--- src/rtl/fetch_pkg.sv ---
// Shared definitions for the instruction-fetch controller: state encoding,
// instruction geometry and the fetch-address legality check.
package fetch_pkg;

    typedef enum logic [2:0] {
        FS_IDLE  = 3'd0,
        FS_ISSUE = 3'd1,
        FS_DRAIN = 3'd2,
        FS_HOLD  = 3'd3,
        FS_FAULT = 3'd4
    } fetch_state_t;

    // Canonical NOP (addi x0, x0, 0) presented in place of a faulting fetch.
    localparam logic [31:0] NOP_WORD    = 32'h0000_0013;
    localparam int          INSTR_BYTES = 4;

    // A fetch is illegal when the pc is not word aligned or when its last
    // byte would fall outside memory. The sum is formed in 33 bits so a pc
    // near 2^32 cannot wrap around into the legal range.
    function automatic logic fetch_bad(input logic [31:0] pc,
                                       input logic [32:0] mem_limit);
        logic [32:0] last_byte;
        last_byte = {1'b0, pc} + 33'd3;
        return (pc[1:0] != 2'b00) || (last_byte >= mem_limit);
    endfunction

endpackage

--- src/rtl/fetch_ctrl_byte_assembler.sv ---
// Collects four byte beats returned by the memory into a little-endian word.
// A beat is expected the cycle after each read strobe; flush drops any beat
// still in flight and restarts assembly at byte lane 0.
module byte_assembler
    import fetch_pkg::*;
(
    input  logic        clk,
    input  logic        rst_n,
    input  logic        flush,
    input  logic        beat_en,
    input  logic [7:0]  beat_data,
    output logic [31:0] word,
    output logic        done
);

    logic        rd_pend_reg;
    logic [1:0]  cap_cnt_reg;
    logic [31:0] asm_reg;

    // Track outstanding reads and count captured beats; flush wins over capture.
    always_ff @(posedge clk or negedge rst_n) begin
        if (!rst_n) begin
            rd_pend_reg <= 1'b0;
            cap_cnt_reg <= 2'd0;
        end else if (flush) begin
            rd_pend_reg <= 1'b0;
            cap_cnt_reg <= 2'd0;
        end else begin
            rd_pend_reg <= beat_en;
            if (rd_pend_reg) begin
                cap_cnt_reg <= cap_cnt_reg + 2'd1;
            end
        end
    end

    // One capture register per byte lane, written when its beat arrives.
    generate
        for (genvar gi = 0; gi < INSTR_BYTES; gi++) begin : g_lane
            always_ff @(posedge clk or negedge rst_n) begin
                if (!rst_n) begin
                    asm_reg[gi*8 +: 8] <= 8'd0;
                end else if (!flush && rd_pend_reg && (cap_cnt_reg == 2'(gi))) begin
                    asm_reg[gi*8 +: 8] <= beat_data;
                end
            end
        end
    endgenerate

    // The final beat is merged combinationally so the word is usable on the
    // same edge that captures it.
    assign done = rd_pend_reg && (cap_cnt_reg == 2'd3) && !flush;
    assign word = {beat_data, asm_reg[23:0]};

endmodule

--- src/rtl/fetch_ctrl.sv ---
// Instruction-fetch controller: owns the pc, issues four byte reads per
// instruction, presents the assembled word with a valid/ready handshake and
// substitutes a NOP for misaligned or out-of-range fetches.
module fetch_ctrl
    import fetch_pkg::*;
#(
    parameter logic [31:0] RESET_PC  = 32'h0000_0000,
    parameter int          MEM_BYTES = 1024,
    parameter logic [31:0] NOP_INSTR = NOP_WORD
) (
    input  logic        clk,
    input  logic        rst_n,
    input  logic        fetch_en,
    input  logic        redirect_valid,
    input  logic [31:0] redirect_pc,
    output logic        mem_en,
    output logic [31:0] mem_addr,
    input  logic [7:0]  mem_rdata,
    output logic        if_valid,
    input  logic        if_ready,
    output logic [31:0] if_instr,
    output logic [31:0] if_pc,
    output logic        if_fault,
    output logic        busy
);

    localparam logic [32:0] MEM_LIMIT = 33'(MEM_BYTES);

    fetch_state_t state_reg;
    logic [31:0]  pc_reg;
    logic [1:0]   iss_cnt_reg;
    logic         mem_en_reg;
    logic [31:0]  mem_addr_reg;
    logic         if_valid_reg;
    logic [31:0]  if_instr_reg;
    logic [31:0]  if_pc_reg;
    logic         if_fault_reg;
    logic         busy_reg;

    logic [31:0]  asm_word;
    logic         asm_done;

    // A redirect kills the read strobe in the very cycle it arrives, so no
    // byte of the abandoned fetch is requested after the flush.
    assign mem_en   = mem_en_reg & ~redirect_valid;
    assign mem_addr = mem_addr_reg;
    assign if_valid = if_valid_reg;
    assign if_instr = if_instr_reg;
    assign if_pc    = if_pc_reg;
    assign if_fault = if_fault_reg;
    assign busy     = busy_reg;

    byte_assembler u_asm (
        .clk       (clk),
        .rst_n     (rst_n),
        .flush     (redirect_valid),
        .beat_en   (mem_en),
        .beat_data (mem_rdata),
        .word      (asm_word),
        .done      (asm_done)
    );

    // Fetch sequencer with registered outputs; redirect overrides every state.
    always_ff @(posedge clk or negedge rst_n) begin
        if (!rst_n) begin
            state_reg    <= FS_IDLE;
            pc_reg       <= RESET_PC;
            iss_cnt_reg  <= 2'd0;
            mem_en_reg   <= 1'b0;
            mem_addr_reg <= 32'd0;
            if_valid_reg <= 1'b0;
            if_instr_reg <= 32'd0;
            if_pc_reg    <= 32'd0;
            if_fault_reg <= 1'b0;
            busy_reg     <= 1'b0;
        end else if (redirect_valid) begin
            state_reg    <= FS_IDLE;
            pc_reg       <= redirect_pc;
            iss_cnt_reg  <= 2'd0;
            mem_en_reg   <= 1'b0;
            if_valid_reg <= 1'b0;
            if_fault_reg <= 1'b0;
            busy_reg     <= 1'b0;
        end else begin
            case (state_reg)
                FS_IDLE: begin
                    if (fetch_en) begin
                        if (fetch_bad(pc_reg, MEM_LIMIT)) begin
                            state_reg    <= FS_FAULT;
                            if_valid_reg <= 1'b1;
                            if_fault_reg <= 1'b1;
                            if_instr_reg <= NOP_INSTR;
                            if_pc_reg    <= pc_reg;
                        end else begin
                            state_reg    <= FS_ISSUE;
                            iss_cnt_reg  <= 2'd0;
                            mem_en_reg   <= 1'b1;
                            mem_addr_reg <= pc_reg;
                            busy_reg     <= 1'b1;
                        end
                    end
                end
                FS_ISSUE: begin
                    if (iss_cnt_reg == 2'd3) begin
                        state_reg  <= FS_DRAIN;
                        mem_en_reg <= 1'b0;
                    end else begin
                        iss_cnt_reg  <= iss_cnt_reg + 2'd1;
                        mem_addr_reg <= pc_reg + {30'd0, iss_cnt_reg + 2'd1};
                    end
                end
                FS_DRAIN: begin
                    if (asm_done) begin
                        state_reg    <= FS_HOLD;
                        if_valid_reg <= 1'b1;
                        if_instr_reg <= asm_word;
                        if_pc_reg    <= pc_reg;
                        busy_reg     <= 1'b0;
                    end
                end
                FS_HOLD: begin
                    if (if_ready) begin
                        state_reg    <= FS_IDLE;
                        pc_reg       <= pc_reg + 32'(INSTR_BYTES);
                        if_valid_reg <= 1'b0;
                    end
                end
                FS_FAULT: begin
                    // Parked until a redirect supplies a new pc.
                    state_reg <= FS_FAULT;
                end
                default: begin
                    state_reg <= FS_IDLE;
                end
            endcase
        end
    end

endmodule

--- config.mk ---
export PLATFORM = sky130hd
export DESIGN_NAME = fetch_ctrl
export DESIGN_NICKNAME = d
export VERILOG_FILES = /design/src/rtl/fetch_pkg.sv /design/src/rtl/fetch_ctrl_byte_assembler.sv /design/src/rtl/fetch_ctrl.sv
export SDC_FILE = /design/constraint.sdc
export NUM_CORES = 1
export LEC_CHECK = 0
export ABC_AREA = 0
export ABC_CLOCK_PERIOD_IN_PS = 4100
export CAP_MARGIN = 20
export CORE_MARGIN = 1.5
export CORE_UTILIZATION = 45
export DETAILED_ROUTE_END_ITERATION = 8
export GPL_ROUTABILITY_DRIVEN = 0
export PLACE_DENSITY = 0.7
export SLEW_MARGIN = 20
export SYNTH_ARGS = -nofsm -noshare
export SYNTH_HDL_FRONTEND = slang
export SYNTH_SLANG_ARGS = --single-unit
--- constraint.sdc ---
create_clock -name clk -period 4.1 [get_ports clk]
set_clock_uncertainty 0.2 [all_clocks]
set_input_delay 0.82 -clock clk [delete_from_list [all_inputs] [get_ports clk]]
set_output_delay 0.82 -clock clk [all_outputs]
set_load 0.01 [all_outputs]
==> out/metrics.cfg, run 1 <==
[yosys]
synth_edf_count=0
synth_fp_nets=781
yosysTopAreaCellShare=0.509
synth.area.top_cells=dfrtp_1, mux2_2, mux2_1
synth-main-ff-cell=dfrtp_1
ys_warn_count=0
ys_types=60
ys_seq_elements=164
yosysTopAreaCell=dfrtp_1
ys_seq_area_frac=0.509
synth_area_mm2=0.00807
syn_avg_cell_area_um2=11.1
synth_async_sr_flop_share=1.00
synthCells=727

[worst_setup_path]
max_stage_delay_ns=0.57
crit_chain=ha_1 > nand3_2 > nor4_2 > mux2_1 > o22ai_1 > o211ai_1 > or4_4 > o21ai_4 > buf_4 > buf_4 > a22o_1
critPathKind=reg2reg
cp.required_ns=4.27
rrSetupSlack_ns=0.30
crit_slowest_cell=or4_4
crit_path_end_kind=register
crit_fanout=29
worst_path_most_repeated_cell=buf_4
arrival_ns=3.98
worst_r2r_path_depth=11
critPathLaunchType=register

[detailed_routing]
first_iter_violations=565
vias=6215
viasPerCell=5.69
drcViolationCount=0
wl_um=21000
dr.pass1.iters=5
wire_per_inst_um=19.2
drtAntennaViolNets=0

[power]
internal_power_mw=2.86
clkPwrFrac=0.412
p_comb_frac=0.125
power.switching_mw=1.11
cellLeakagePower_nw=4.49
p_per_area_mw_per_mm2=386
power_frac_seq=0.463
swShare=0.279
finalPower_mw=3.97
irDropWorstVdd_mv=0.302

[global_routing]
antenna_found_initial=0
grt_max_degree=98
grt_pass1_vias=6136
grt_pass1_wl_um=33900
grt_overflow=0
grt_usage=0.237

[cells_and_area]
fin_util=0.591
nets=909
drive_gt1_frac=0.135
nFillCells=1422
final_cell_area_mm2=0.0103
diodes=0
syn_to_final_growth_pct=27.6

[sta]
hold_violations=0
post-route-period-util=0.928
worst_pin_slew_ns=0.782
setup_viol=0
slew_headroom=0.474
clock.fmax_mhz=263
period_minus_slack_ns=3.80
rsz0062_at_grt=no
final-max-slew-violation-count=0
fin_ws_ns=0.295
tns_ns=0

[floorplan]
rows=48
ioPinCount=145
initial_utilization=0.463
die_w_um=137
dieArea_mm2=0.0187
core_area_mm2=0.0174
die_h_um=137

[clock_tree]
cts_tree=yes
insertion_delay_ns=0.43
cts_root_buf=clkbuf_16
clock-sinks=164
post_cts_buffers=0
cts_resized=0
hold_buffers=0
cts.clk_slew.worst_paths_ns=0.08
cts_buffer_depth=2
htreeDepth=4
numCtsBuffers=17

[hold_path]
hp-class=in2async

[job]
maxCapViolCount=0

[place]
pre_cts_ws_ns=0.244
portBuffers=144
hpwl_um=14800
place_area_mm2=0.00968

[outcome]
status=finished, final reports clean

[power by group through the flow]
stage,clock (mW),sequential (mW),combinational [mW]
after global routing,1.74,1.85,0.540
final,1.64,1.84,0.497
after CTS,1.66,1.84,0.503
after global placement,0,1.86,0.488
after detailed placement,0,1.87,0.499
after floorplan,0,1.83,0.239
[through the flow]
stage / hold slack (ns) / cells
after floorplan: 0.267 / 727
after global placement: 0.270 / 1061
after detailed placement: 0.273 / 1061
after CTS: 0.204 / 1093
after global routing: 0.225 / 1093
final: 0.188 / 1093
[metal layers]
metal	share of wire	wire length [um]	global-route usage
met1	0.45	9530	0.336
met2	0.45	9510	0.363
met3	0.070	1470	0.0422
met4	0.024	495	0.0865
met5	0	0	0
[cell type report]
class | count | area, um^2 | share of cell area
Sequential cell | 164 | 4100 | 0.399
Multi-Input combinational cell | 501 | 3660 | 0.356
Timing Repair Buffer | 163 | 1610 | 0.156
Clock buffer | 17 | 425 | 0.0413
Tap cell | 225 | 282 | 0.0273
Clock inverter | 15 | 186 | 0.0181
Inverter | 8 | 30.0 | 0.00292
[path summary, 6_finish.rpt]
| check | startpoint | end |
|---|---|---|
| max | pc_reg[2]$_DFFE_PN0P_ | if_instr[28]$_DFFE_PN0P_ |
| min | rst_n | mem_addr[20]$_DFFE_PN0P_ |
| max reg2reg | pc_reg[2]$_DFFE_PN0P_ | if_instr[28]$_DFFE_PN0P_ |
| min reg2reg | mem_addr[26]$_DFFE_PN0P_ | mem_addr[26]$_DFFE_PN0P_ |
| max in group asynchronous | rst_n | if_pc[0]$_DFFE_PN0P_ |
| min in group clk | mem_addr[26]$_DFFE_PN0P_ | mem_addr[26]$_DFFE_PN0P_ |
[kinds of logic after synthesis]
logic type / Yosys count / synth area share
AO/OA/AOI/OAI: 109 / 0.0957
XOR/XNOR: 61 / 0.0662
adder cells (fa/ha/maj): 9 / 0.0149
buffers and inverters: 62 / 0.0383
flip-flops: 164 / 0.509
multiplexers: 87 / 0.121
AND/OR/NAND/NOR: 235 / 0.156
[worst max-delay path: cells and delay by family (launching register included)]
kind / cells / cell delay (ns)
buffers and inverters: 2 / 0.56
adder cells (fa/ha/maj): 1 / 0.25
flip-flops: 1 / 0.50
AND/OR/NAND/NOR: 3 / 1.15
AO/OA/AOI/OAI: 4 / 0.70
multiplexers: 1 / 0.37
[Yosys cell counts, drive strengths merged, types with 2 or more instances]
cell / number
nor3: 17
inv: 8
clkbuf: 19
a31oi: 2
nand3: 33
o211ai: 5
and4: 4
o21ai: 39
nor4: 14
nor3b: 3
mux2: 82
buf: 35
nor2b: 5
nand2: 76
a22o: 29
nand2b: 4
nor2: 41
xnor2: 32
a21oi: 5
ha: 8
o21a: 2
or3: 5
nand4: 14
dfrtp: 164
a21o: 12
mux2i: 5
o22a: 3
xor2: 29
and2: 4
and3: 9
a211o: 2
o31ai: 3
[layout by cell type (no fill, tap or decap), types with 9 or more instances in the layout]
cell,n
dfrtp_1,164
mux2_2,45
a22o_1,29
nor4_1,10
mux2_1,37
a21o_1,12
xor2_1,29
nand2_1,76
nor3_1,14
clkbuf_16,17
o21ai_0,38
xnor2_1,32
clkdlybuf4s50_1,142
buf_4,17
and3_1,9
nor2_1,41
nand3_1,32
Power figures use the tool's default switching activity.
==> inputs of run 2 (changes only) <==
--- a/config.mk
+++ b/config.mk
@@ -8,11 +8,12 @@
 export ABC_AREA = 0
 export ABC_CLOCK_PERIOD_IN_PS = 4100
 export CAP_MARGIN = 20
-export CORE_MARGIN = 1.5
-export CORE_UTILIZATION = 45
+export CELL_PAD_IN_SITES_DETAIL_PLACEMENT = 1
+export CELL_PAD_IN_SITES_GLOBAL_PLACEMENT = 2
+export CORE_UTILIZATION = 34
 export DETAILED_ROUTE_END_ITERATION = 8
 export GPL_ROUTABILITY_DRIVEN = 0
-export PLACE_DENSITY = 0.7
+export PLACE_DENSITY = 0.83
 export SLEW_MARGIN = 20
 export SYNTH_ARGS = -nofsm -noshare
 export SYNTH_HDL_FRONTEND = slang
==> run 2 against run 1 <==
Compared with the run above:
- first-iteration DRC count decreased by 49%
- combinational power barely moved
- clock power decreased by 2%
- critical path depth decreased by 1
- worst hold slack improved by 0.022 ns
- via count shrank 1.4%
==> out/metrics.cfg, run 2 (same netlist as run 1, synthesis figures left out) <==
[clock_tree]
numCtsBuffers=17
cts.clk_slew.worst_paths_ns=0.07
cts_tree=yes
clock-sinks=164
cts_root_buf=clkbuf_16
htreeDepth=4
insertion_delay_ns=0.44
cts_buffer_depth=2

[detailed_routing]
drtAntennaViolNets=0
drcViolationCount=0
first_iter_violations=286
vias=6127
dr.pass1.iters=5
wire_per_inst_um=19.7
wl_um=23400
viasPerCell=5.16

[place]
placedCellCount=1155
pre_cts_ws_ns=0.203
place_area_mm2=0.00981
hpwl_um=16500
portBuffers=144

[sta]
hold_violations=0
post-route-period-util=0.919
worst_pin_slew_ns=0.834
clock.fmax_mhz=265
setup_viol=0
period_minus_slack_ns=3.77
tns_ns=0
rsz0062_at_grt=no
slew_headroom=0.439
fin_ws_ns=0.332
hold_ws_ns=0.211
final-max-slew-violation-count=0

[power]
finalPower_mw=3.95
power.switching_mw=1.14
clkPwrFrac=0.406
cellLeakagePower_nw=4.49
p_per_area_mw_per_mm2=379
irDropWorstVdd_mv=0.230
swShare=0.289
p_comb_frac=0.126
power_frac_seq=0.468
internal_power_mw=2.81

[global_routing]
grt_max_degree=80
grt_util_met3=0.0431
grt_pass1_vias=6415
grt_usage=0.202
antenna_found_initial=0
grt_pass1_wl_um=37400
met1_usage=0.283
grt_overflow=0
globalRoute.busiestLayer=met2
met2_usage=0.321

[worst_setup_path]
worst_path_dominant_cell_family=simple AND/OR/NAND/NOR gates
critPathLaunchType=register
arrival_ns=3.88
worst_path_most_repeated_cell=mux2_1
crit_chain=ha_1 > nand3_2 > nor4_2 > mux2_1 > o22ai_1 > o211ai_1 > or4_4 > o21ai_4 > buf_12 > mux2_1
max_stage_delay_ns=0.57
critPathKind=reg2reg
cp.required_ns=4.21
crit_slowest_cell=or4_4
crit_path_end_kind=register
r2r_start=pc_reg[2]$_DFFE_PN0P_
timing.critical_path.buf_inv=1
crit_fanout=40
crit_start=pc_reg[2]$_DFFE_PN0P_

[cells_and_area]
syn_to_final_growth_pct=29.1
diodes=0
nets=909
final_common_cell=dfrtp_1
stdcell_count=1187
final_cell_area_mm2=0.0104
fin_util=0.445
mostFrequentLayoutCells=dfrtp_1, clkdlybuf4s50_1, nand2_1
drive_gt1_frac=0.135

[floorplan]
core_area_mm2=0.0234
initial_utilization=0.345
rows=56
die_w_um=156
dieArea_mm2=0.0243
ioPinCount=145
die_h_um=156

[outcome]
status=finished, final reports clean

[hold_path]
hp-class=in2async

[job]
maxCapViolCount=0

[run 2: changes by cell type in the layout (fill, tap and decap cells not counted)]
| cell | change |
|---|---|
| clkinv_2 | -1 |
| buf_12 | +1 |
| clkinvlp_4 | +1 |
| bufinv_16 | -1 |
| clkinv_8 | +1 |
| buf_4 | -1 |
[run 2: worst register-to-register path: cells and delay by family, from the launching register on]
family / cells / cell delay, ns
and+or+nand+nor: 3 / 1.17
adders and majority gates: 1 / 0.26
AOI/OAI and AO/OA: 3 / 0.51
DFF: 1 / 0.49
muxes: 2 / 0.75
buffers and inverters: 1 / 0.26
[run 2: worst paths after layout]
kind | cells past startpoint | end | slack, ns
max in group asynchronous | 2 | u_asm.word[13]$_DFFE_PN0P_ | 2.54
min | 1 | if_pc[13]$_DFFE_PN0P_ | 0.21
max reg2reg | 10 | if_pc[20]$_DFFE_PN0P_ | 0.33
min in group clk | 1 | mem_addr[14]$_DFFE_PN0P_ | 0.28
max | 10 | if_pc[20]$_DFFE_PN0P_ | 0.33
min reg2reg | 1 | mem_addr[14]$_DFFE_PN0P_ | 0.28
[run 2: what timing repair did]
action                     4_1_cts  5_1_grt
hold buffers                     0        0
gates resized for setup          0        1
buffers inserted                 0        0
setup endpoints to repair        0       11
[run 2: cell type report]
cell class | count | area (um^2)
Clock buffer | 17 | 425
Clock inverter | 15 | 175
Fill cell | 2592 | 13000
Inverter | 8 | 30.0
Multi-Input combinational cell | 501 | 3660
Sequential cell | 164 | 4100
Tap cell | 319 | 399
Timing Repair Buffer | 163 | 1620
[run 2: per-layer routing]
layer / routed length (um) / share of wire / vias up
li1: - / - / 2830
met1: 11300 / 0.48 / 3149
met2: 11100 / 0.47 / 133
met3: 812 / 0.035 / 15
met4: 251 / 0.011 / 0
met5: 0 / 0 / -
[run 2: power groups by stage]
| stage | logic (mW) | registers, mW | clock network (mW) |
|---|---|---|---|
| after floorplan | 0.239 | 1.83 | 0 |
| final | 0.498 | 1.85 | 1.60 |
| after CTS | 0.509 | 1.85 | 1.64 |
| after detailed placement | 0.503 | 1.88 | 0 |
| after global routing | 0.546 | 1.86 | 1.71 |
| after global placement | 0.494 | 1.88 | 0 |
==> inputs of run 3 (changes only) <==
--- a/config.mk
+++ b/config.mk
@@ -14,6 +14,7 @@
 export DETAILED_ROUTE_END_ITERATION = 8
 export GPL_ROUTABILITY_DRIVEN = 0
 export PLACE_DENSITY = 0.83
+export REMOVE_ABC_BUFFERS = 1
 export SLEW_MARGIN = 20
 export SYNTH_ARGS = -nofsm -noshare
 export SYNTH_HDL_FRONTEND = slang
==> run 3 against run 2 <==
Compared with the run above:
- routed wire length grew 1.6%
- sequential power is essentially flat
- worst hold slack gained 0.034 ns
- critical path depth is the same
- final cell count grew 1.3%
- fmax grew 0.12%
- non-clock buffer count grew 16
- die area is the same
- combinational power grew 7.8%
- global-route usage is essentially flat
- critical path type unchanged
- critical endpoint unchanged
- largest power group unchanged
- highest routed layer unchanged
==> out/metrics.cfg, run 3 (same netlist as run 1, synthesis figures left out) <==
[worst_setup_path]
r2r-end=if_pc[20]$_DFFE_PN0P_
crit_fanout=20
crit_chain=ha_1 > nand3_2 > nor4_2 > mux2_1 > o22ai_1 > o211ai_1 > or4_4 > o21ai_4 > buf_12 > mux2_1
rrSetupSlack_ns=0.34
crit_slowest_cell=or4_4
arrival_ns=3.89
cp.required_ns=4.22
worst_r2r_path_depth=10
max_stage_delay_ns=0.57
critPathLaunchType=register
r2r_start=pc_reg[3]$_DFFE_PN0P_
critPathKind=reg2reg
crit_start=pc_reg[3]$_DFFE_PN0P_
crit_path_end_kind=register
worst_path_most_repeated_cell=mux2_1

[cells_and_area]
final_common_cell=dfrtp_1
diodes=0
nets=925
syn_to_final_growth_pct=30.7
mostFrequentLayoutCells=dfrtp_1, clkdlybuf4s50_1, nand2_1
stdcell_count=1203
nFillCells=2567
fin_util=0.451
drive_gt1_frac=0.149
final_cell_area_mm2=0.0105

[detailed_routing]
wl_met1_um=11200
vias=6170
wl_met2_um=11400
wl_met3_um=881
first_iter_violations=324
wire_per_inst_um=19.8
drtAntennaViolNets=0
dr.pass1.iters=5
viasPerCell=5.13
wl_um=23800
drcViolationCount=0
routed.top_layer=met4

[sta]
hold_violations=0
post-route-period-util=0.918
clock.fmax_mhz=266
worst_pin_slew_ns=0.896
rsz0062_at_grt=no
tns_ns=0
final-max-slew-violation-count=0
period_minus_slack_ns=3.76
fin_ws_ns=0.337
slew_headroom=0.403
setup_viol=0

[clock_tree]
cts.clk_slew.worst_paths_ns=0.07
cts_buffer_depth=2
clock-sinks=164
htreeDepth=4
cts_tree=yes
cts_root_buf=clkbuf_16
numCtsBuffers=17
insertion_delay_ns=0.44
hold_buffers=0

[global_routing]
antenna_found_initial=0
grt_pass1_wl_um=37400
grt_max_degree=95
grt_usage=0.202
grt_pass1_vias=6427
grt_overflow=0

[place]
pre_cts_ws_ns=0.142
portBuffers=144
placedCellCount=1171
hpwl_um=17100
place_area_mm2=0.00993

[floorplan]
core_area_mm2=0.0234
die_w_um=156
dieArea_mm2=0.0243
die_h_um=156
rows=56
ioPinCount=145
initial_utilization=0.345

[job]
maxCapViolCount=0

[power]
cellLeakagePower_nw=4.57
p_per_area_mw_per_mm2=382
irDropWorstVdd_mv=0.173

[outcome]
status=finished, final reports clean

[hold_path]
hp-class=in2async

-- run 3: worst max path at each step --
stage / endpoint / slack, ns / cells past startpoint
2_1_floorplan: if_pc[0]$_DFFE_PN0P_ / 0.06 / 9
3_3_place_gp: if_pc[6]$_DFFE_PN0P_ / 0.33 / 9
3_5_place_dp: if_pc[20]$_DFFE_PN0P_ / 0.14 / 10
4_1_cts: if_pc[20]$_DFFE_PN0P_ / 0.11 / 10
5_1_grt: if_pc[10]$_DFFE_PN0P_ / 0.18 / 10
6_report: if_pc[20]$_DFFE_PN0P_ / 0.34 / 10
-- run 3: where the power goes --
group          internal [mW]  switching, mW
clock                  0.878          0.784
sequential              1.72          0.109
combinational          0.282          0.255
-- run 3: routing by layer --
layer,GRT usage,vias to the layer above
li1,-,2848
met1,0.287,3164
met2,0.316,134
met3,0.0294,24
met4,0.0668,0
met5,0,-
-- run 3: area by class of cell --
type | instances | area, um^2 | share of cell area
inverter | 8 | 30.0 | 0.00285
tap | 319 | 399 | 0.0378
clock inverter | 15 | 189 | 0.0179
multi-input combinational | 501 | 3660 | 0.347
clock buffer | 17 | 425 | 0.0403
timing repair buffer | 179 | 1740 | 0.165
sequential | 164 | 4100 | 0.389
-- run 3: critical path: cells and delay by family, from the launching register on --
family                     cells  cell delay (ns)
AOI/OAI and AO/OA              3             0.64
DFF                            1             0.47
adders and majority gates      1             0.25
and+or+nand+nor                3             1.11
buffers and inverters          1             0.22
muxes                          2             0.72
-- run 3: what timing repair did --
action | CTS | global route
setup buffers | 0 | 0
gates resized for setup | 0 | 1
endpoints found under the setup margin | 0 | 27
-- run 3: stage by stage --
step	hold slack (ns)	power, mW
floorplan	0.267	2.04
global placement	0.262	2.39
detailed placement	0.270	2.40
CTS	0.285	4.07
global route	0.298	4.17
finish	0.245	4.02
